<file path="src/rtl/seq_detect_ctrl_if.sv">
// Configuration channel between a host/config master and the sequence detector.
// Carries the pattern, length, overlap mode and match limit with a valid/ready handshake.
// The slave reports an illegal length through a one-cycle error pulse.
interface seq_detect_ctrl_if #(
  parameter int MAX_LEN = 8,
  parameter int LEN_W   = 4,
  parameter int CNT_W   = 8
);
  logic               cfg_valid;
  logic               cfg_ready;
  logic [MAX_LEN-1:0] cfg_pattern;
  logic [LEN_W-1:0]   cfg_len;
  logic               cfg_overlap;
  logic [CNT_W-1:0]   cfg_limit;
  logic               cfg_err;

  modport master (
    output cfg_valid, cfg_pattern, cfg_len, cfg_overlap, cfg_limit,
    input  cfg_ready, cfg_err
  );

  modport slave (
    input  cfg_valid, cfg_pattern, cfg_len, cfg_overlap, cfg_limit,
    output cfg_ready, cfg_err
  );
endinterface

</file>
<file path="src/rtl/seq_detect_ctrl.sv">
// Programmable serial pattern detector: IDLE/ARMED/RUN/DONE controller with match counting and limit.
// Latency: detect is combinational from din (zero cycles); with DETECT_REG_EN defined it is registered (one cycle).
// Backpressure: cfg_ready drops while RUN, so configuration is only accepted outside a run.
module seq_detect_ctrl #(
  parameter int MAX_LEN = 8,
  parameter int LEN_W   = 4,
  parameter int CNT_W   = 8
) (
  input  logic             clk,
  input  logic             reset,
  seq_detect_ctrl_if.slave cfg,
  input  logic             start,
  input  logic             abort,
  input  logic             din,
  input  logic             din_valid,
  output logic             detect,
  output logic [CNT_W-1:0] match_count,
  output logic             busy,
  output logic             done
);

  localparam logic [1:0] S_IDLE  = 2'd0;
  localparam logic [1:0] S_ARMED = 2'd1;
  localparam logic [1:0] S_RUN   = 2'd2;
  localparam logic [1:0] S_DONE  = 2'd3;

  localparam logic [LEN_W:0] FILL_ONE = (LEN_W+1)'(1);
  localparam logic [LEN_W-1:0] FILL_MAX = LEN_W'(MAX_LEN);

  logic [1:0]         state;
  logic [MAX_LEN-1:0] pattern;
  logic [LEN_W-1:0]   len;
  logic               overlap;
  logic [CNT_W-1:0]   limit;
  logic [MAX_LEN-2:0] history;
  logic [LEN_W-1:0]   fill;

  logic               cfg_hs;
  logic               len_ok;
  logic               cfg_load;
  logic               start_go;
  logic               abort_go;
  logic [MAX_LEN-1:0] window;
  logic               pat_eq;
  logic               fill_ok;
  logic               match;
  logic [CNT_W-1:0]   cnt_next;
  logic               limit_hit;
  logic [LEN_W-1:0]   fill_inc;

  assign cfg_hs    = cfg.cfg_valid & cfg.cfg_ready;
  assign len_ok    = (cfg.cfg_len != '0) && (cfg.cfg_len <= FILL_MAX);
  assign cfg_load  = cfg_hs & len_ok;
  assign cfg.cfg_ready = (state != S_RUN);
  // Gated by reset so the error strobe is quiet while the block is held in reset.
  assign cfg.cfg_err   = cfg_hs & ~len_ok & reset;

  assign start_go = start & ((state == S_ARMED) | (state == S_DONE));
  assign abort_go = abort & (state == S_RUN);

  // Newest bit sits at window[0], matching pattern[0] as the last bit of the sequence.
  assign window = {history, din};

  // Compare only the low len bits of the window against the pattern.
  always_comb begin
    pat_eq = 1'b1;
    for (int i = 0; i < MAX_LEN; i++) begin
      if ((i < int'(len)) && (window[i] != pattern[i])) pat_eq = 1'b0;
    end
  end

  // Enough history is present once fill + current bit covers the pattern length.
  assign fill_ok   = ({1'b0, fill} + FILL_ONE) >= {1'b0, len};
  assign match     = (state == S_RUN) & din_valid & fill_ok & pat_eq;
  assign cnt_next  = (&match_count) ? match_count : match_count + CNT_W'(1);
  assign limit_hit = match & (limit != '0) & (cnt_next == limit);
  assign fill_inc  = (fill == FILL_MAX) ? fill : fill + LEN_W'(1);

  assign busy = (state == S_RUN);
  assign done = (state == S_DONE);

  // Controller state: abort beats a limit-reaching match, start beats a plain config load.
  always_ff @(posedge clk or negedge reset) begin
    if (!reset) begin
      state <= S_IDLE;
    end else begin
      case (state)
        S_RUN: begin
          if (abort_go)       state <= S_ARMED;
          else if (limit_hit) state <= S_DONE;
        end
        default: begin
          if (start_go)      state <= S_RUN;
          else if (cfg_load) state <= S_ARMED;
        end
      endcase
    end
  end

  // Configuration registers load only on a handshake with a legal length.
  always_ff @(posedge clk or negedge reset) begin
    if (!reset) begin
      pattern <= '0;
      len     <= '0;
      overlap <= 1'b0;
      limit   <= '0;
    end else if (cfg_load) begin
      pattern <= cfg.cfg_pattern;
      len     <= cfg.cfg_len;
      overlap <= cfg.cfg_overlap;
      limit   <= cfg.cfg_limit;
    end
  end

  // Serial history, fill level and match counter; non-overlap restarts the fill after a match.
  always_ff @(posedge clk or negedge reset) begin
    if (!reset) begin
      history     <= '0;
      fill        <= '0;
      match_count <= '0;
    end else if (start_go) begin
      history     <= '0;
      fill        <= '0;
      match_count <= '0;
    end else if ((state == S_RUN) && din_valid) begin
      history <= window[MAX_LEN-2:0];
      if (match) begin
        match_count <= cnt_next;
        fill        <= overlap ? fill_inc : '0;
      end else begin
        fill <= fill_inc;
      end
    end
  end

`ifdef DETECT_REG_EN
  logic detect_q;

  // Registered detect: one cycle after the matching bit, dropped on abort.
  always_ff @(posedge clk or negedge reset) begin
    if (!reset)        detect_q <= 1'b0;
    else if (abort_go) detect_q <= 1'b0;
    else               detect_q <= match;
  end

  assign detect = detect_q;
`else
  assign detect = match;
`endif

endmodule
</file>
<file path="src/flat_wrapper.sv">
// flat-port wrapper written by rule: the top's interface ports become plain ports
module seq_detect_ctrl_flat 
#(
  parameter int MAX_LEN = 8,
  parameter int LEN_W   = 4,
  parameter int CNT_W   = 8
)
  (clk, reset, start, abort, din, din_valid, detect, match_count, busy, done, cfg_cfg_valid, cfg_cfg_pattern, cfg_cfg_len, cfg_cfg_overlap, cfg_cfg_limit, cfg_cfg_ready, cfg_cfg_err);
  seq_detect_ctrl_if #(.MAX_LEN(MAX_LEN), .LEN_W(LEN_W), .CNT_W(CNT_W)) cfg_i ();
  input  logic clk;
  input  logic reset;
  input  logic start;
  input  logic abort;
  input  logic din;
  input  logic din_valid;
  output logic detect;
  output logic [CNT_W-1:0] match_count;
  output logic busy;
  output logic done;
  input wire logic [$bits(cfg_i.cfg_valid)-1:0] cfg_cfg_valid;
  input wire logic [$bits(cfg_i.cfg_pattern)-1:0] cfg_cfg_pattern;
  input wire logic [$bits(cfg_i.cfg_len)-1:0] cfg_cfg_len;
  input wire logic [$bits(cfg_i.cfg_overlap)-1:0] cfg_cfg_overlap;
  input wire logic [$bits(cfg_i.cfg_limit)-1:0] cfg_cfg_limit;
  output wire logic [$bits(cfg_i.cfg_ready)-1:0] cfg_cfg_ready;
  output wire logic [$bits(cfg_i.cfg_err)-1:0] cfg_cfg_err;
  assign cfg_i.cfg_valid = cfg_cfg_valid;
  assign cfg_i.cfg_pattern = cfg_cfg_pattern;
  assign cfg_i.cfg_len = cfg_cfg_len;
  assign cfg_i.cfg_overlap = cfg_cfg_overlap;
  assign cfg_i.cfg_limit = cfg_cfg_limit;
  assign cfg_cfg_ready = cfg_i.cfg_ready;
  assign cfg_cfg_err = cfg_i.cfg_err;
  seq_detect_ctrl #(.MAX_LEN(MAX_LEN), .LEN_W(LEN_W), .CNT_W(CNT_W)) u_core (.clk(clk), .reset(reset), .cfg(cfg_i), .start(start), .abort(abort), .din(din), .din_valid(din_valid), .detect(detect), .match_count(match_count), .busy(busy), .done(done));
endmodule
</file>
<file path="config.mk">
export PLATFORM = sky130hd
export DESIGN_NAME = seq_detect_ctrl_flat
export DESIGN_NICKNAME = d
export VERILOG_FILES = /design/src/rtl/seq_detect_ctrl_if.sv /design/src/rtl/seq_detect_ctrl.sv /design/src/flat_wrapper.sv
export SDC_FILE = /design/constraint.sdc
export NUM_CORES = 1
export LEC_CHECK = 0
export ABC_AREA = 1
export ABC_CLOCK_PERIOD_IN_PS = 2200
export CAP_MARGIN = 10
export CORE_MARGIN = 3
export CORE_UTILIZATION = 48
export CTS_CLUSTER_DIAMETER = 120
export DETAILED_ROUTE_END_ITERATION = 16
export PLACE_DENSITY_LB_ADDON = 0.12
export SETUP_SLACK_MARGIN = 0.3
export SYNTH_ARGS = -nofsm -noshare
export SYNTH_HDL_FRONTEND = slang
export SYNTH_SLANG_ARGS = --single-unit
</file>
<file path="constraint.sdc">
create_clock -name clk -period 2.2 [get_ports clk]
set_clock_uncertainty 0.15 [all_clocks]
set_input_delay 0.33 -clock clk [delete_from_list [all_inputs] [get_ports clk]]
set_output_delay 0.33 -clock clk [all_outputs]
set_load 0.01 [all_outputs]
</file>
==> flow_metrics.tcl, run 1 <==
set metrics [dict create \
    crit_type "flip-flop to flip-flop" \
    dpl.hpwl_um 4050 \
    cts_root_buf "clkbuf_8" \
    cp.required_ns 2.24 \
    synth_area_leaders "dfrtp_1 43%, nand2_1 11%, inv_1 6.9%, nand3_1 5.7%, mux2_2 4.1%" \
    hold_class "input pin to flip-flop" \
    top_usage_layer "met2" \
    maxCapViolCount 0 \
    die_x_um 77.4 \
    placed_cells 434 \
    syn-cell-area_um2 2440 \
    drc 0 \
    clock_sinks 42 \
    ant_nets 0 \
    slew_viol_final 0 \
    fin_ws_ns -0.313 \
    drt-initial-drc-count 123 \
    synthCells 302 \
    met1_usage 0.234 \
    start_util 0.507 \
    slew-limit-headroom 0.646 \
    grt_pass1_wl_um 9560 \
    rows 25 \
    crit_fanout 4 \
    vias 2346 \
    hold_violations 0 \
    routed_via_density 5.03 \
    numCtsBuffers 5 \
    die_area_um2 5980 \
    worst_slew_pin_slew_ns 0.531 \
    clockBufferDepth 2 \
    fmax_ghz 0.398 \
    die_h_um 77.4 \
    violations "setup timing" \
    nNetsFinal 433 \
    critPathArrivalTime_ns 2.55 \
    power_density_nw_per_um2 860 \
    cts_tree "built" \
    grtUsageMet2 0.365 \
    grt_max_degree 43 \
    ios 41 \
    place_congestion 0.795 \
    grt_pass1_vias 2163 \
    pre_cts_slack_ns -0.357 \
    grtUsageMet3 0.0406 \
    antenna_found_initial 0 \
    avgRoutedWirePerCell_um 13.7 \
    yosysSeqAreaShare 0.430 \
    clock_latency_ns 0.30 \
    power.leakage_nw 1.84 \
    final-setup-viol-count 15 \
    wirelength_um 6400 \
    synth_top_cell_by_area "dfrtp_1" \
    fin_cells 466 \
    synthesis.nets 337 \
    drive_gt1_frac 0.293 \
    cts_max_level 2 \
    finalCritPeriodShare 1.14 \
    path_clk_slew_ns 0.08 \
    io_buffers 40 \
    synth.top_cell.area_share 0.430 \
    area_growth_pct 51.6 \
    diodes 0 \
    cp-start-kind "flip-flop" \
    status "finished with violations" \
    rsz0062_at_grt "yes" \
    syn_avg_cell_area_um2 8.09 \
    gr-usage-all-layers 0.199 \
    yosysWarnings 0 \
    synth-seq-cells 42 \
    crit_path_end_kind "flip-flop" \
    synth.distinct_cells 31 \
    drt-pass1-iter-count 5 \
    final.min_clock_period_ns 2.51 \
    grt_overflow 0 \
    ir_drop_mv 0.488 \
    core-area_um2 4820 \
]
[area by class of cell]
cell class / instances / area (um^2)
clock inverters: 3 / 68.8
flip-flops and latches: 42 / 1050
well taps: 67 / 83.8
inverters: 47 / 181
multi-input cells: 208 / 1340
fillers: 352 / 1110
repair buffers: 94 / 915
clock buffers: 5 / 68.8
[critical path, stage by stage (launching register included)]
cell and delay [ns]:
dfrtp_1 0.43, ha_2 0.23, xor2_2 0.15, ha_1 0.29
inv_2 0.04, a21oi_2 0.09, o21ai_1 0.07, nand2_1 0.11
buf_6 0.11, buf_6 0.08, buf_6 0.08, buf_6 0.08
nand3_4 0.07, nor2_2 0.08, nand2_1 0.06, nand2_2 0.09
nand2_2 0.06, nand2_1 0.07, nand2_1 0.06
[flip-flops by register name, indices dropped and copies added, names as in the netlist]
| name | flops |
|---|---|
| u_core.fill | 4 |
| u_core.len | 4 |
| u_core.limit | 8 |
| u_core.history | 7 |
| u_core.match_count | 8 |
| u_core.pattern | 8 |
| u_core.state | 2 |
| u_core.overlap | 1 |
[cell families after synthesis]
logic type | count (synthesis) | share of synthesized area
AND/OR/NAND/NOR | 136 | 0.259
AO/OA/AOI/OAI | 43 | 0.0978
XOR/XNOR | 12 | 0.0430
adder cells (fa/ha/maj) | 7 | 0.0358
multiplexers | 10 | 0.0456
flip-flops | 42 | 0.430
buffers and inverters | 52 | 0.0891
[timing repair]
action                                  CTS  global route
endpoints found under the setup margin   18            28
pin swaps                                 6             8
cloned                                    0             1
hold buffers                              1             0
setup buffers                             9            13
endpoints found under the hold margin    42             0
gates resized for setup                  32            31
[metrics by stage]
stage	instance area [um^2]	power, mW	setup TNS (ns)	hold slack (ns)	util
after floorplan	2480	1.71	0	-0.116	-
after CTS	3450	3.00	-2.36	0.389	0.717
final	3700	3.19	-4.13	0.160	0.769
after global placement	3160	2.09	-0.372	0.315	0.656
after global routing	3700	3.40	-5.79	0.180	0.769
after detailed placement	3160	2.13	-0.552	0.306	0.656
[Yosys cell counts]
cell,count
inv_1,45
nand3_1,28
a21oi_1,13
xor2_1,9
xnor2_1,3
or2_1,1
o21ai_0,15
nor2_2,2
nor2_1,22
nand2_1,69
nor2_4,2
nand4_1,2
mux2_2,9
clkinv_2,1
buf_2,2
ha_1,7
a21boi_0,1
nand3_4,1
nand3b_1,1
clkinv_1,1
mux2i_1,1
buf_6,2
nand3_2,2
buf_4,1
o21ai_1,1
a31o_2,1
dfrtp_1,42
o22ai_1,11
o21ai_2,1
nand2_2,5
nor2_8,1
[layout by cell type, fill, tap and decap left out, types with 2 or more instances in the layout]
| cell | netlist | layout |
|---|---|---|
| nand3_2 | 2 | 4 |
| buf_4 | 1 | 37 |
| buf_2 | 2 | 3 |
| nor2_2 | 2 | 2 |
| nand4_1 | 2 | 2 |
| ha_4 | 0 | 3 |
| mux2_4 | 0 | 3 |
| xor2_1 | 9 | 7 |
| dlymetal6s2s_1 | 0 | 3 |
| o21ai_1 | 1 | 4 |
| bufinv_16 | 0 | 2 |
| clkdlybuf4s50_1 | 0 | 32 |
| dfrtp_1 | 42 | 42 |
| inv_1 | 45 | 41 |
| o22ai_1 | 11 | 7 |
| o22ai_2 | 0 | 4 |
| clkinv_4 | 0 | 2 |
| nand3_1 | 28 | 26 |
| buf_6 | 2 | 11 |
| nand2_2 | 5 | 7 |
| nand2_1 | 69 | 65 |
| nand2_4 | 0 | 2 |
| o21ai_0 | 15 | 8 |
| o21ai_2 | 1 | 4 |
| buf_12 | 0 | 5 |
| nor2_4 | 2 | 2 |
| mux2_2 | 9 | 6 |
| clkbuf_8 | 0 | 5 |
| nor2_1 | 22 | 22 |
| ha_1 | 7 | 3 |
| a21oi_1 | 13 | 12 |
| inv_2 | 0 | 4 |
| xnor2_1 | 3 | 3 |
[metal layers]
| metal | share of wire | up-vias |
|---|---|---|
| met4 | 0.017 | 0 |
| met2 | 0.54 | 59 |
| met5 | 0 | - |
| met3 | 0.039 | 14 |
| met1 | 0.40 | 1102 |
| li1 | - | 1171 |
[power breakdown]
group / total (mW) / leakage (nW) / internal (mW) / switching (mW)
clock network: 0.742 / 0.0683 / 0.455 / 0.287
logic: 1.38 / 1.24 / 0.716 / 0.665
registers: 1.07 / 0.526 / 0.945 / 0.121
[worst paths after layout]
kind,startpoint,cells past startpoint,end,slack (ns)
worst max-delay path,u_core.fill[1],18,u_core.state[0],-0.31
worst min-delay path,cfg_cfg_len[0],2,u_core.len[0],0.16
worst max register to register,u_core.fill[1],18,u_core.state[0],-0.31
worst min register to register,u_core.pattern[6],2,u_core.pattern[6],0.39
max in group asynchronous,reset,3,u_core.fill[0],1.01
min in group asynchronous,reset,3,u_core.state[1],0.52
Power figures use the tool's default switching activity.
==> run 2, diff against run 1 <==
--- a/config.mk
+++ b/config.mk
@@ -8,6 +8,7 @@
 export ABC_AREA = 1
 export ABC_CLOCK_PERIOD_IN_PS = 2200
 export CAP_MARGIN = 10
+export CORE_ASPECT_RATIO = 1.1
 export CORE_MARGIN = 3
 export CORE_UTILIZATION = 48
 export CTS_CLUSTER_DIAMETER = 120
==> run 2 against run 1 <==
  * The run still ends with setup timing left
  * Worst hold slack worse by 0.12 ns
  * Critical path type is now flip-flop to primary output
  * Clock power down 17%
  * Critical path depth down 8
  * Critical endpoint is now detect
  * Largest cell class unchanged
==> flow_metrics.tcl, run 2 (same netlist as run 1, synthesis figures left out) <==
set metrics [dict create \
    final_cell_mix "66 x nand2_1, 41 x inv_1, 40 x dfrtp_1" \
    status "finished with violations" \
    start_util 0.511 \
    final.min_clock_period_ns 2.40 \
    hold_violations 0 \
    cts_max_level 2 \
    vias 2180 \
    io_buffers 40 \
    die_h_um 80.8 \
    grt_pass1_vias 2195 \
    nNetsFinal 413 \
    gr-usage-all-layers 0.209 \
    drt-pass1-iter-count 4 \
    grt_max_degree 43 \
    crit_path_end_kind "primary output" \
    drt-initial-drc-count 138 \
    routed_via_density 5.01 \
    hold_class "input pin to asynchronous set/reset pin" \
    crit_path_cell_trace "ha_4, xor2_2, ha_1, inv_2, a21oi_2, o21ai_1, nand2_1, nand3_2, clkinv_4, buf_6" \
    ir_drop_mv 0.475 \
    antenna_found_initial 0 \
    wirelength_um 5560 \
    multi_input_area_um2 1310 \
    grt_overflow 0 \
    violations "setup timing" \
    slew-limit-headroom 0.640 \
    avgRoutedWirePerCell_um 12.8 \
    finish.utilization 0.712 \
    drive_gt1_frac 0.253 \
    cp.required_ns 1.72 \
    core-area_um2 4780 \
    top_regs "u_core.limit (8), u_core.match_count (8), u_core.pattern (8)" \
    cts_tree "built" \
    path_clk_slew_ns 0.09 \
    regArea_um2 1050 \
    crit_family "adder cells" \
    clockBufferDepth 2 \
    rsz0062_at_grt "yes" \
    rows 26 \
    finalCritPeriodShare 1.09 \
    layout_commonest_cell "nand2_1" \
    worst_slew_pin_slew_ns 0.539 \
    fmax_ghz 0.417 \
    dpl.hpwl_um 4200 \
    diodes 0 \
    die_x_um 74.0 \
    maxCapViolCount 0 \
    grt_pass1_wl_um 9630 \
    fillers 384 \
    critPathMaxStageDelay_ns 0.45 \
    critPathSlowestCell "dfrtp_2" \
    clock_sinks 42 \
    ios 41 \
    finalPower_mw 2.81 \
    ant_nets 0 \
    final-setup-viol-count 13 \
    crit_fanout 4 \
    drc 0 \
    cp-start-kind "flip-flop" \
    slew_viol_final 0 \
    crit_type "flip-flop to primary output" \
    die_area_um2 5980 \
    area_growth_pct 39.3 \
    clock_latency_ns 0.29 \
    fin_ws_ns -0.197 \
    numCtsBuffers 5 \
    cts_root_buf "clkbuf_8" \
    critPathBufInv 3 \
    power_density_nw_per_um2 826 \
    power.leakage_nw 1.66 \
    critPathArrivalTime_ns 1.92 \
    place_congestion 0.800 \
]
-- run 2: timing repair --
action	in CTS	in global routing
setup buffers	5	1
hold buffers	0	0
setup endpoints to repair	19	25
pin swaps	3	6
resized for setup	32	17
-- run 2: worst paths after layout --
kind,to,startpoint,slack (ns),depth (start not counted)
min in group clk,u_core.pattern[5],u_core.pattern[5],0.39,1
min,u_core.match_count[2],reset,0.04,2
max reg2reg,u_core.fill[1],u_core.fill[1],-0.11,12
max in group asynchronous,u_core.fill[0],reset,1.46,2
min reg2reg,u_core.pattern[5],u_core.pattern[5],0.39,1
max,detect,u_core.fill[1],-0.20,10
-- run 2: power breakdown --
part           switching, mW  internal (mW)
registers              0.116          0.946
clock network          0.277          0.340
logic                  0.578          0.553
total                  0.971           1.84
-- run 2: stage by stage --
stage               setup TNS [ns]  hold slack (ns)  instance area, um^2  cells  setup WS, ns
floorplan                        0           -0.116                 2480    302         0.186
global placement            -0.509            0.361                 3120    421        -0.357
detailed placement          -0.704            0.365                 3120    421        -0.393
CTS                         -0.768           0.0401                 3340    434        -0.209
global route                 -2.59           0.0768                 3400    435        -0.316
finish                      -0.730           0.0392                 3400    435        -0.197
-- run 2: cell type report --
cell class              count  share of cell area
inverters                  47              0.0540
clock inverters             3              0.0129
well taps                  56              0.0206
flip-flops and latches     42               0.309
multi-input cells         208               0.386
clock buffers               5              0.0202
repair buffers             74               0.197
-- run 2: metal layers --
| layer | GRT usage | part of all wire |
|---|---|---|
| met1 | 0.244 | 0.40 |
| met2 | 0.376 | 0.54 |
| met3 | 0.0470 | 0.042 |
| met4 | 0.0652 | 0.013 |
| met5 | 0 | 0 |
==> run 3, diff against run 2 <==
--- a/config.mk
+++ b/config.mk
@@ -13,6 +13,7 @@
 export CORE_UTILIZATION = 48
 export CTS_CLUSTER_DIAMETER = 120
 export DETAILED_ROUTE_END_ITERATION = 16
+export GPL_TIMING_DRIVEN = 0
 export PLACE_DENSITY_LB_ADDON = 0.12
 export SETUP_SLACK_MARGIN = 0.3
 export SYNTH_ARGS = -nofsm -noshare
==> run 3 against run 2 <==
  * The run still ends with setup timing left
  * Maximum frequency is 2.0% lower
  * Via count rose by 0.32%
  * Final cell count shrank 1.1%
  * Worst hold slack improved by 0.34 ns
  * Die area did not move
  * Final area up 1.2%
  * Largest cell class unchanged
==> flow_metrics.tcl, run 3 (same netlist as run 1, synthesis figures left out) <==
set metrics [dict create \
    maxCapViolCount 0 \
    crit_fanout 3 \
    diodes 0 \
    antenna_found_initial 0 \
    numCtsBuffers 5 \
    area_growth_pct 41.1 \
    placed_cells 399 \
    io_buffers 40 \
    cts_root_buf "clkbuf_8" \
    crit_path_end_kind "primary output" \
    r2r_cells 14 \
    hold_end "u_core.pattern[4]" \
    final_cell_mix "65 x nand2_1, 42 x inv_1, 41 x dfrtp_1" \
    worst_hold_slack_ns 0.384 \
    worst_slew_pin_slew_ns 0.467 \
    rrSetupSlack_ns -0.20 \
    vias 2187 \
    ios 41 \
    die_x_um 74.0 \
    wirelength_um 5890 \
    clock_latency_ns 0.30 \
    power_density_nw_per_um2 851 \
    power.leakage_nw 1.66 \
    critPathMaxStageDelay_ns 0.45 \
    drc 0 \
    top_regs "u_core.limit (8), u_core.match_count (8), u_core.pattern (8)" \
    nNetsFinal 408 \
    fin_cells 430 \
    clockBufferDepth 2 \
    crit_path_cell_trace "buf_4, nand3_1, xor2_1, ha_1, a31o_2, inv_1, nand2_2, nand3_4, clkinv_4, buf_6" \
    path_clk_slew_ns 0.08 \
    final-setup-viol-count 13 \
    dpl.hpwl_um 4030 \
    place_congestion 0.832 \
    start_util 0.511 \
    cts_max_level 2 \
    layout_commonest_cell "nand2_1" \
    routed_via_density 5.09 \
    final.min_clock_period_ns 2.45 \
    ant_nets 0 \
    die_area_um2 5980 \
    hold_class "flip-flop to flip-flop" \
    r2r_start "u_core.fill[1]" \
    drt-pass1-iter-count 6 \
    cp.required_ns 1.72 \
    worst_r2r_endpoint "u_core.match_count[3]" \
    finalCritPeriodShare 1.11 \
    drive_gt1_frac 0.241 \
    die_h_um 80.8 \
    holdPathStages 1 \
    avgRoutedWirePerCell_um 13.7 \
    status "finished with violations" \
    hold_violations 0 \
    grt_pass1_vias 2133 \
    worstHoldStart "u_core.pattern[4]" \
    grt_overflow 0 \
    rows 26 \
    rsz0062_at_grt "yes" \
    drt-initial-drc-count 139 \
    ir_drop_mv 0.605 \
    cts_tree "built" \
    cp-start-kind "flip-flop" \
    fmax_ghz 0.409 \
    slew_viol_final 0 \
    fin_ws_ns -0.245 \
    grt_max_degree 33 \
    core-area_um2 4780 \
    critPathSlowestCell "dfrtp_1" \
    slew-limit-headroom 0.688 \
    critPathArrivalTime_ns 1.97 \
    violations "setup timing" \
    gr-usage-all-layers 0.211 \
    grt_pass1_wl_um 9510 \
    clock_sinks 42 \
    crit_type "flip-flop to primary output" \
]
## run 3: critical path: cells and delay by family, from the launching register on
kind | cells | cell delay [ns]
fa+ha+maj | 1 | 0.19
buf+inv | 4 | 0.38
simple gates | 3 | 0.26
flops | 1 | 0.45
xor+xnor | 1 | 0.18
compound gates | 1 | 0.21
## run 3: report_power, final
| group | total (mW) | switching (mW) | internal (mW) |
|---|---|---|---|
| sequential | 1.08 | 0.132 | 0.945 |
| combinational | 1.12 | 0.588 | 0.531 |
| clock | 0.738 | 0.283 | 0.455 |
## run 3: area by class of cell
type | count | area (um^2)
buffer | 5 | 50.0
clock buffer | 5 | 68.8
clock inverter | 3 | 68.8
fill | 367 | 1340
inverter | 47 | 184
multi-input combinational | 208 | 1320
sequential | 42 | 1050
tap | 56 | 70.1
timing repair buffer | 64 | 634
## run 3: repair_timing
item                       CTS  global route
cloned                       0             1
setup endpoints to repair   37            39
hold buffers                 3             0
gates resized for setup     23            32
hold endpoints to repair    10             0
pin swaps                    5             6
setup buffers               11             8
## run 3: routing by layer
metal / track usage / up-vias / wire (um)
met2: 0.356 / 53 / 3050
met5: 0 / - / 0
met4: 0.118 / 0 / 176
li1: - / 1111 / -
met1: 0.250 / 1010 / 2440
met3: 0.0396 / 13 / 222
## run 3: through the flow
step                worst slack (ns)  TNS [ns]  instance area, um^2   util  total power, mW
finish                        -0.245     -2.02                 3450  0.721             2.93
global route                  -0.344     -3.65                 3450  0.721             3.15
CTS                           -0.255     -2.04                 3270  0.684             2.83
detailed placement            -0.516    -0.896                 2970  0.621             1.98
global placement               -1.32    -23.27                 2950  0.617             1.95
floorplan                      0.186         0                 2480      -             1.71
## run 3: worst max-delay path by stage
stage                        to  depth (start not counted)      startpoint  slack, ns
detailed placement       detect                          9             din      -0.52
floorplan                detect                          9  u_core.fill[0]       0.19
global route             detect                         10  u_core.fill[1]      -0.34
finish                   detect                         10  u_core.fill[1]      -0.25
CTS                      detect                         10  u_core.fill[0]      -0.25
global placement    cfg_cfg_err                          4           reset      -1.32
